**config.mk**
```make
export PLATFORM = sky130hd
export DESIGN_NAME = care_action_ctrl
export DESIGN_NICKNAME = d
export VERILOG_FILES = /design/src/rtl/care_action_ctrl.sv
export SDC_FILE = /design/constraint.sdc
export NUM_CORES = 1
export LEC_CHECK = 0
export BUFFER_PORTS_ARGS = -buffer_cell sky130_fd_sc_hd__buf_2
export CORE_UTILIZATION = 55
export CTS_CLUSTER_DIAMETER = 80
export CTS_CLUSTER_SIZE = 30
export DETAILED_ROUTE_END_ITERATION = 10
export GPL_TIMING_DRIVEN = 1
export HOLD_SLACK_MARGIN = 0.15
export MAX_ROUTING_LAYER = met4
export PLACE_DENSITY = 0.8
export SYNTH_ARGS = -nofsm -noshare
export SYNTH_HDL_FRONTEND = slang
export SYNTH_SLANG_ARGS = --single-unit
```
**constraint.sdc**
```tcl
create_clock -name clk -period 2.5 [get_ports clk]
set_clock_uncertainty 0.05 [all_clocks]
set_input_delay 0.25 -clock clk [delete_from_list [all_inputs] [get_ports clk]]
set_output_delay 0.25 -clock clk [all_outputs]
set_load 0.01 [all_outputs]
```
**src/rtl/care_action_ctrl.sv**
```systemverilog
// Button front end for the pet core: sync + debounce two raw buttons, track the selected
// care action, emit rate-limited one-hot action strobes. Optional macro: CARE_ACTION_REPEAT_EN.
module care_action_ctrl #(
  parameter int DEBOUNCE_CYCLES = 270000,
  parameter int COOLDOWN_CYCLES = 13500000
) (
  input  logic       clk,
  input  logic       reset,
  input  logic       btn_next,
  input  logic       btn_ok,
  output logic [2:0] sel,
  output logic [7:0] actions,
  output logic       busy
);
  localparam int DW = (DEBOUNCE_CYCLES > 1) ? $clog2(DEBOUNCE_CYCLES) : 1;
  localparam int CW = (COOLDOWN_CYCLES > 1) ? $clog2(COOLDOWN_CYCLES) : 1;
  localparam logic [DW-1:0] DB_LAST = DW'(DEBOUNCE_CYCLES - 1);
  localparam logic [CW-1:0] CD_LOAD = CW'(COOLDOWN_CYCLES - 1);

  typedef enum logic [1:0] {IDLE, FIRE, COOL} state_t;

  // bit 0 = next, bit 1 = ok
  logic [1:0] w_raw;
  logic [1:0] r_s1, r_s2, r_deb, r_deb_d, r_armed, r_ev;
  logic [DW-1:0] r_dcnt [2];
  logic w_next_ev, w_ok_ev, w_repeat;

  state_t        r_state, w_state_nxt;
  logic [CW-1:0] r_cool;
  logic [2:0]    r_sel, r_sel_lat, w_fire_sel;
  logic [7:0]    r_actions;
  logic          r_busy, w_fire;

  assign w_raw = {btn_ok, btn_next};

  // Synchronizers are deliberately not reset so they keep tracking a button held through reset.
  always_ff @(posedge clk) begin
    r_s1 <= w_raw;
    r_s2 <= r_s1;
  end

  // A button is armed only once its synchronized level has been seen low after reset,
  // so a press held across reset release never yields an event.
  always_ff @(posedge clk or posedge reset) begin
    if (reset) begin
      r_deb   <= '0;
      r_deb_d <= '0;
      r_armed <= '0;
      r_ev    <= '0;
      for (int i = 0; i < 2; i++) r_dcnt[i] <= '0;
    end else begin
      r_deb_d <= r_deb;
      r_armed <= r_armed | ~r_s2;
      r_ev    <= r_deb & ~r_deb_d & r_armed;
      for (int i = 0; i < 2; i++) begin
        if (r_s2[i] == r_deb[i]) begin
          r_dcnt[i] <= '0;
        end else if (r_dcnt[i] == DB_LAST) begin
          r_deb[i]  <= r_s2[i];
          r_dcnt[i] <= '0;
        end else begin
          r_dcnt[i] <= r_dcnt[i] + 1'b1;
        end
      end
    end
  end

  assign w_next_ev = r_ev[0];
  assign w_ok_ev   = r_ev[1];

`ifdef CARE_ACTION_REPEAT_EN
  assign w_repeat = r_deb[1];
`else
  assign w_repeat = 1'b0;
`endif

  always_comb begin
    w_state_nxt = r_state;
    w_fire      = 1'b0;
    w_fire_sel  = r_sel_lat;
    case (r_state)
      IDLE: if (w_ok_ev) begin
        w_state_nxt = FIRE;
        w_fire      = 1'b1;
        w_fire_sel  = r_sel;
      end
      FIRE: w_state_nxt = COOL;
      COOL: if (r_cool == '0) begin
        if (w_repeat) begin
          w_state_nxt = FIRE;
          w_fire      = 1'b1;
        end else begin
          w_state_nxt = IDLE;
        end
      end
      default: w_state_nxt = IDLE;
    endcase
  end

  // Strobe and busy are registered off the next state so they line up with FIRE exactly.
  always_ff @(posedge clk or posedge reset) begin
    if (reset) begin
      r_state   <= IDLE;
      r_cool    <= '0;
      r_sel     <= '0;
      r_sel_lat <= '0;
      r_actions <= '0;
      r_busy    <= 1'b0;
    end else begin
      r_state <= w_state_nxt;
      if (w_fire) r_sel_lat <= w_fire_sel;
      if (r_state == FIRE) r_cool <= CD_LOAD;
      else if (r_state == COOL && r_cool != '0) r_cool <= r_cool - 1'b1;
      r_actions <= w_fire ? (8'h01 << w_fire_sel) : 8'h00;
      r_busy    <= (w_state_nxt != IDLE);
      if (w_next_ev) r_sel <= (r_sel == 3'd5) ? 3'd0 : r_sel + 3'd1;
    end
  end

  assign sel     = r_sel;
  assign actions = r_actions;
  assign busy    = r_busy;
endmodule

```
==> results of run 1 <==
[state kept, by name, indices dropped and copies added (netlist names)]
register	count
r_deb	2
r_state	2
r_dcnt	38
busy	1
r_s2	2
r_deb_d	2
r_cool	24
actions	8
sel	3
r_ev	2
r_armed	2
r_s1	2
[per-stage QoR]
step / power, mW / util / setup WS (ns) / hold slack (ns) / instance area, um^2
floorplan: 1.51 / - / 0.0349 / 0.228 / 4000
global placement: 1.53 / 0.609 / 0.185 / 0.260 / 4210
detailed placement: 1.53 / 0.609 / 0.0994 / 0.257 / 4210
CTS: 2.58 / 0.644 / 0.0603 / 0.284 / 4450
global route: 2.65 / 0.646 / 0.00598 / 0.289 / 4460
finish: 2.54 / 0.646 / 0.129 / 0.283 / 4460
[synth_stat cells, types with 2 or more instances]
cell type / instances / area share
a211o_1: 2 / 0.0044
and2_1: 2 / 0.0031
xnor2_1: 14 / 0.031
buf_1: 2 / 0.0019
nand3_1: 13 / 0.016
nor2_1: 64 / 0.060
nand4b_1: 3 / 0.0066
a21oi_1: 6 / 0.0075
and3_1: 12 / 0.019
a31oi_1: 5 / 0.0078
clkbuf_1: 4 / 0.0038
nand2_1: 25 / 0.023
nand2b_1: 9 / 0.014
nand4_1: 14 / 0.022
o21ai_0: 7 / 0.0088
nor2b_1: 2 / 0.0031
o21ai_1: 4 / 0.0050
dfrtp_1: 84 / 0.53
mux2i_1: 2 / 0.0050
ha_1: 3 / 0.0094
or3_1: 5 / 0.0078
nor3_1: 17 / 0.021
xor2_1: 29 / 0.064
dfxtp_1: 4 / 0.020
and4_1: 9 / 0.020
inv_1: 9 / 0.0085
a211oi_1: 4 / 0.0075
nor4b_1: 2 / 0.0044
mux2_2: 2 / 0.0056
nor4_1: 6 / 0.0094
or4_1: 3 / 0.0056
[power groups by stage]
stage | combinational, mW | sequential [mW] | clock [mW]
2_1_floorplan | 0.0409 | 1.47 | 0
3_3_place_gp | 0.0587 | 1.47 | 0
3_5_place_dp | 0.0599 | 1.47 | 0
4_1_cts | 0.0635 | 1.44 | 1.07
5_1_grt | 0.0717 | 1.44 | 1.13
6_report | 0.0613 | 1.44 | 1.04
[cell families after synthesis]
group / after synthesis
AOI/OAI and AO/OA: 36
xor gates and xnor gates: 43
adders and majority gates: 3
buffers and inverters: 17
DFF: 88
muxes: 4
and+or+nand+nor: 193
[per-layer routing]
layer  vias up  GRT usage
met3        10     0.0664
met1      1381      0.279
met2        40      0.345
li1       1404          -
met4         0     0.0611
met5         -          -
[final cells by class]
class                           count  area [um^2]  share of cell area
Sequential cell                    88         2180               0.489
Multi-Input combinational cell    279         1760               0.395
Timing Repair Buffer               23          155              0.0348
Clock buffer                       10          128              0.0286
Tap cell                           96          120              0.0269
Clock inverter                      5         81.3              0.0182
Inverter                            9         35.0             0.00785
[what timing repair did]
item | 4_1_cts | 5_1_grt
endpoints found under the setup margin | 0 | 2
buffers inserted | 0 | 0
hold buffers | 3 | 0
resized for setup | 0 | 2
endpoints found under the hold margin | 33 | 0
[how the worst max path moves through the flow]
stage,to,start
3_5_place_dp,r_cool[17],r_cool[0]
5_1_grt,r_cool[20],r_cool[1]
6_report,r_cool[20],r_cool[0]
2_1_floorplan,actions[0],reset
4_1_cts,r_cool[20],r_cool[0]
3_3_place_gp,r_cool[17],r_cool[0]
==> flow_metrics.py, run 1 <==
metrics = {
    "run_status": {
        "status": "finished, final reports clean",
    },
    "drt": {
        "viasPerCell": 5.56,
        "dr_total_vias": 2835,
        "drcViolationCount": 0,
        "top_layer_used": "met4",
        "drt-initial-drc-count": 147,
        "totalWireLength_mm": 7.17,
        "firstDrtPassIters": 4,
        "dr_wl_met3_um": 216,
        "detail-route-antenna-nets": 0,
        "wl_met1_mm": 3.35,
        "met2_length_mm": 3.55,
        "wl_per_cell_um": 14.1,
    },
    "synth": {
        "ys_async_sr_fraction": 0.955,
        "mappedNetlistArea_mm2": 0.00400,
        "synth_cell_types": 48,
        "synth-compound-area-share": 0.0636,
        "synth-main-ff-cell": "dfrtp_1",
        "yosysWarnings": 0,
        "synth_seq_cells": 88,
        "syn_area_per_cell_um2": 10.4,
        "synthMuxAreaShare": 0.0106,
        "yosys.area_share.xor_xnor": 0.0942,
        "synthSimpleGateAreaFrac": 0.259,
        "synth_top_family_by_area": "simple AND/OR/NAND/NOR gates",
        "synth_edf_count": 0,
        "syn_nets": 391,
        "syn_inst": 384,
        "ys_seq_area_frac": 0.546,
        "synth-adder-area-share": 0.00939,
    },
    "setup_path": {
        "path_cells": "inv_1 -> ha_1 -> nor4b_4 -> nand4b_2 -> or4_1 -> and3_1 -> a211o_1",
        "r2r_cells": 7,
        "end_kind": "register",
        "critPathMaxFanout": 6,
        "critPathBufInv": 1,
        "rr_startpoint": "r_cool[0]",
        "slowest_delay_ns": 0.55,
        "worstPathArrival_ns": 2.56,
        "critPathTopFamily": "simple AND/OR/NAND/NOR gates",
        "crit_required_ns": 2.69,
        "worstSetupPathType": "register to register",
        "critPathLaunchType": "register",
        "r2r_slack_ns": 0.13,
        "cp_slowest_cell": "or4_1",
        "r2r-end": "r_cool[20]",
        "critical_path_depth": 7,
    },
    "pwr": {
        "clock_power_share": 0.409,
        "peakVddDrop_uv": 497,
        "netSwitchingPower_mw": 0.532,
        "powerDensity_mw_per_mm2": 569,
        "switching_share": 0.209,
        "p_int_mw": 2.01,
        "pwr-share-seq": 0.567,
        "power.leakage_nw": 2.15,
        "p_comb_frac": 0.024,
    },
    "min_path": {
        "hold_end": "r_s2[0]",
        "min_path_type": "register to register",
        "min_from": "r_s1[0]",
        "whs_path_depth": 0,
    },
    "cells_and_area": {
        "final_nets": 417,
        "final_cell_mix": "84 x dfrtp_1, 64 x nor2_1, 29 x xor2_1",
        "syn_to_final_growth_pct": 11.7,
        "stdcell_count": 510,
        "layout_commonest_cell": "dfrtp_1",
        "nFillCells": 556,
        "antenna_cells": 0,
        "layout-drive-gt1-share": 0.106,
    },
    "floorplanning": {
        "die_h_um": 87.2,
        "ioPinCount": 16,
        "core-area_mm2": 0.00691,
        "std_cell_rows": 30,
        "start_util": 0.579,
        "fp.dieW_um": 87.2,
        "dieArea_mm2": 0.00761,
    },
    "sta": {
        "rsz0062_at_grt": "false",
        "tightest_slew_ns": 0.664,
        "finalCritPeriodShare": 0.948,
        "max_freq_ghz": 0.422,
        "setup_viol_count_final": 0,
        "period_minus_slack_ns": 2.37,
        "drv_slew": 0,
        "slew_headroom": 0.556,
        "finalSetupTns_ns": 0,
        "hold_viol_final": 0,
    },
    "placed_design": {
        "dp.final_hpwl_mm": 4.90,
        "place_congestion": 0.809,
        "buffer_ports.inserted": 15,
        "place_inst": 492,
    },
    "clock_tree": {
        "cts_buffers": 9,
        "cts_buffer_depth": 2,
        "clock-sinks": 88,
        "clkTransAtPathRegs_ns": 0.08,
        "cts_tree": "done",
        "clkLatencyLatePin_ns": 0.35,
        "htree_levels": 3,
        "cts_root_buf": "clkbuf_8",
    },
    "global_route": {
        "grt_pass1_vias": 2788,
        "grt_first_pass_wirelength_mm": 12.5,
        "grt_overflow": 0,
        "grt.total_usage": 0.220,
        "antenna_found_initial": 0,
        "grt_max_degree": 54,
    },
    "job": {
        "cap_violations": 0,
    },
}
Power figures use the tool's default switching activity.
==> run 2, diff against run 1 <==
--- a/config.mk
+++ b/config.mk
@@ -14,3 +14,2 @@
 export HOLD_SLACK_MARGIN = 0.15
-export MAX_ROUTING_LAYER = met4
 export PLACE_DENSITY = 0.8
--- a/constraint.sdc
+++ b/constraint.sdc
@@ -4,2 +4,2 @@
 set_output_delay 0.25 -clock clk [all_outputs]
-set_load 0.01 [all_outputs]
+set_load 0.02 [all_outputs]
==> run 2 against run 1 <==
Die area unchanged; clock power about the same; total power about the same; global-route usage decreased by 0.71 points; routed wire length unchanged; sequential power about the same; non-clock buffer count unchanged; design area unchanged; critical endpoint unchanged; flip-flop and latch count unchanged; combinational power about the same; highest routed layer unchanged; clock-buffer cell count unchanged; cell count unchanged.
==> flow_metrics.py, run 2 (synthesis results as in run 1) <==
metrics = {
    "cells_and_area": {
        "nFillCells": 556,
        "fin_area_mm2": 0.00446,
        "final_nets": 417,
        "layout_commonest_cell": "dfrtp_1",
        "largest_register": "r_dcnt",
        "syn_to_final_growth_pct": 11.7,
        "final_cell_mix": "84 x dfrtp_1, 64 x nor2_1, 29 x xor2_1",
        "layout-drive-gt1-share": 0.106,
        "largest_reg_flops": 38,
        "antenna_cells": 0,
    },
    "clock_tree": {
        "cts_buffer_depth": 2,
        "cts_buffers": 9,
        "htree_levels": 3,
        "clkLatencyLatePin_ns": 0.35,
        "postCtsSetupBuffers": 0,
        "cts_tree": "done",
        "cts_root_buf": "clkbuf_8",
        "clock-sinks": 88,
        "clkTransAtPathRegs_ns": 0.08,
    },
    "pwr": {
        "power.leakage_nw": 2.15,
        "p_int_mw": 2.01,
        "peakVddDrop_uv": 497,
        "p_comb_frac": 0.024,
        "switching_share": 0.210,
        "netSwitchingPower_mw": 0.534,
        "clock_power_share": 0.409,
        "powerDensity_mw_per_mm2": 570,
        "pwr-share-seq": 0.567,
    },
    "setup_path": {
        "rr_startpoint": "r_cool[0]",
        "crit_required_ns": 2.69,
        "critPathBufInv": 1,
        "critPathLaunchType": "register",
        "r2r_cells": 7,
        "worstPathArrival_ns": 2.56,
        "worstSetupPathType": "register to register",
        "critical_path_depth": 7,
        "path_cells": "inv_1 -> ha_1 -> nor4b_4 -> nand4b_2 -> or4_1 -> and3_1 -> a211o_1",
        "end_kind": "register",
        "cp_slowest_cell": "or4_1",
        "r2r-end": "r_cool[20]",
        "critPathMaxFanout": 6,
        "r2r_slack_ns": 0.13,
        "slowest_delay_ns": 0.55,
        "critPathTopFamily": "simple AND/OR/NAND/NOR gates",
    },
    "global_route": {
        "grt_pass1_vias": 2789,
        "antenna_found_initial": 0,
        "grt_first_pass_wirelength_mm": 12.5,
        "grt.total_usage": 0.213,
        "grt_overflow": 0,
        "grt_max_degree": 54,
    },
    "sta": {
        "period_minus_slack_ns": 2.37,
        "hold_viol_final": 0,
        "finalSetupTns_ns": 0,
        "drv_slew": 0,
        "tightest_slew_ns": 0.660,
        "setup_viol_count_final": 0,
        "slew_headroom": 0.559,
        "rsz0062_at_grt": "false",
        "finalCritPeriodShare": 0.947,
        "max_freq_ghz": 0.422,
    },
    "floorplanning": {
        "start_util": 0.579,
        "core-area_mm2": 0.00691,
        "std_cell_rows": 30,
        "fp.dieW_um": 87.2,
        "dieArea_mm2": 0.00761,
        "die_h_um": 87.2,
        "ioPinCount": 16,
    },
    "drt": {
        "dr_total_vias": 2821,
        "detail-route-antenna-nets": 0,
        "wl_met1_mm": 3.36,
        "viasPerCell": 5.53,
        "top_layer_used": "met4",
        "drt-initial-drc-count": 141,
        "totalWireLength_mm": 7.17,
        "firstDrtPassIters": 4,
        "wl_per_cell_um": 14.1,
        "met2_length_mm": 3.55,
        "dr_wl_met3_um": 200,
        "drcViolationCount": 0,
    },
    "placed_design": {
        "dp.final_hpwl_mm": 4.90,
        "dpl_cell_area_mm2": 0.00421,
        "buffer_ports.inserted": 15,
        "place_congestion": 0.797,
    },
    "min_path": {
        "min_path_type": "register to register",
        "min_from": "r_s1[0]",
        "whs_path_depth": 0,
        "hold_end": "r_s2[0]",
    },
    "job": {
        "cap_violations": 0,
    },
    "run_status": {
        "status": "finished, final reports clean",
    },
}
run 2: worst max path at each step:
stage	from	slack [ns]	end
after floorplan	reset	0.03	actions[0]
after global placement	r_cool[0]	0.18	r_cool[17]
after detailed placement	r_cool[0]	0.1	r_cool[17]
after CTS	r_cool[0]	0.06	r_cool[20]
after global routing	r_cool[1]	0.006	r_cool[20]
final	r_cool[0]	0.13	r_cool[20]
run 2: power groups by stage:
| stage | Combinational, mW | Clock (mW) | Sequential [mW] |
|---|---|---|---|
| floorplan | 0.0409 | 0 | 1.47 |
| CTS | 0.0635 | 1.07 | 1.44 |
| global route | 0.0717 | 1.13 | 1.44 |
| detailed placement | 0.0599 | 0 | 1.47 |
| global placement | 0.0587 | 0 | 1.47 |
| finish | 0.0613 | 1.04 | 1.44 |
run 2: area by class of cell:
type                    instances  area (um^2)  area share
clock inverters                 5         81.3      0.0182
clock buffers                  10          128      0.0286
inverters                       9         35.0     0.00785
multi-input cells             279         1760       0.395
flip-flops and latches         88         2180       0.489
well taps                      96          120      0.0269
repair buffers                 23          155      0.0348
run 2: stage by stage:
stage	std cells	hold slack [ns]	total power, mW	utilization	worst slack, ns
after floorplan	384	0.228	1.51	-	0.0349
after global placement	492	0.260	1.53	0.609	0.185
after CTS	510	0.284	2.58	0.644	0.0603
after global routing	510	0.289	2.64	0.646	0.00599
after detailed placement	492	0.257	1.53	0.609	0.0994
final	510	0.283	2.54	0.646	0.132
run 2: timing repair:
item                       in CTS  in global routing
hold buffers                    3                  0
gates resized for setup         0                  2
hold endpoints to repair       33                  0
setup endpoints to repair       0                  2
run 2: metal layers:
layer | up-vias | track usage
li1 | 1402 | -
met1 | 1384 | 0.278
met2 | 29 | 0.346
met3 | 6 | 0.0607
met4 | 0 | 0.0656
met5 | - | 0
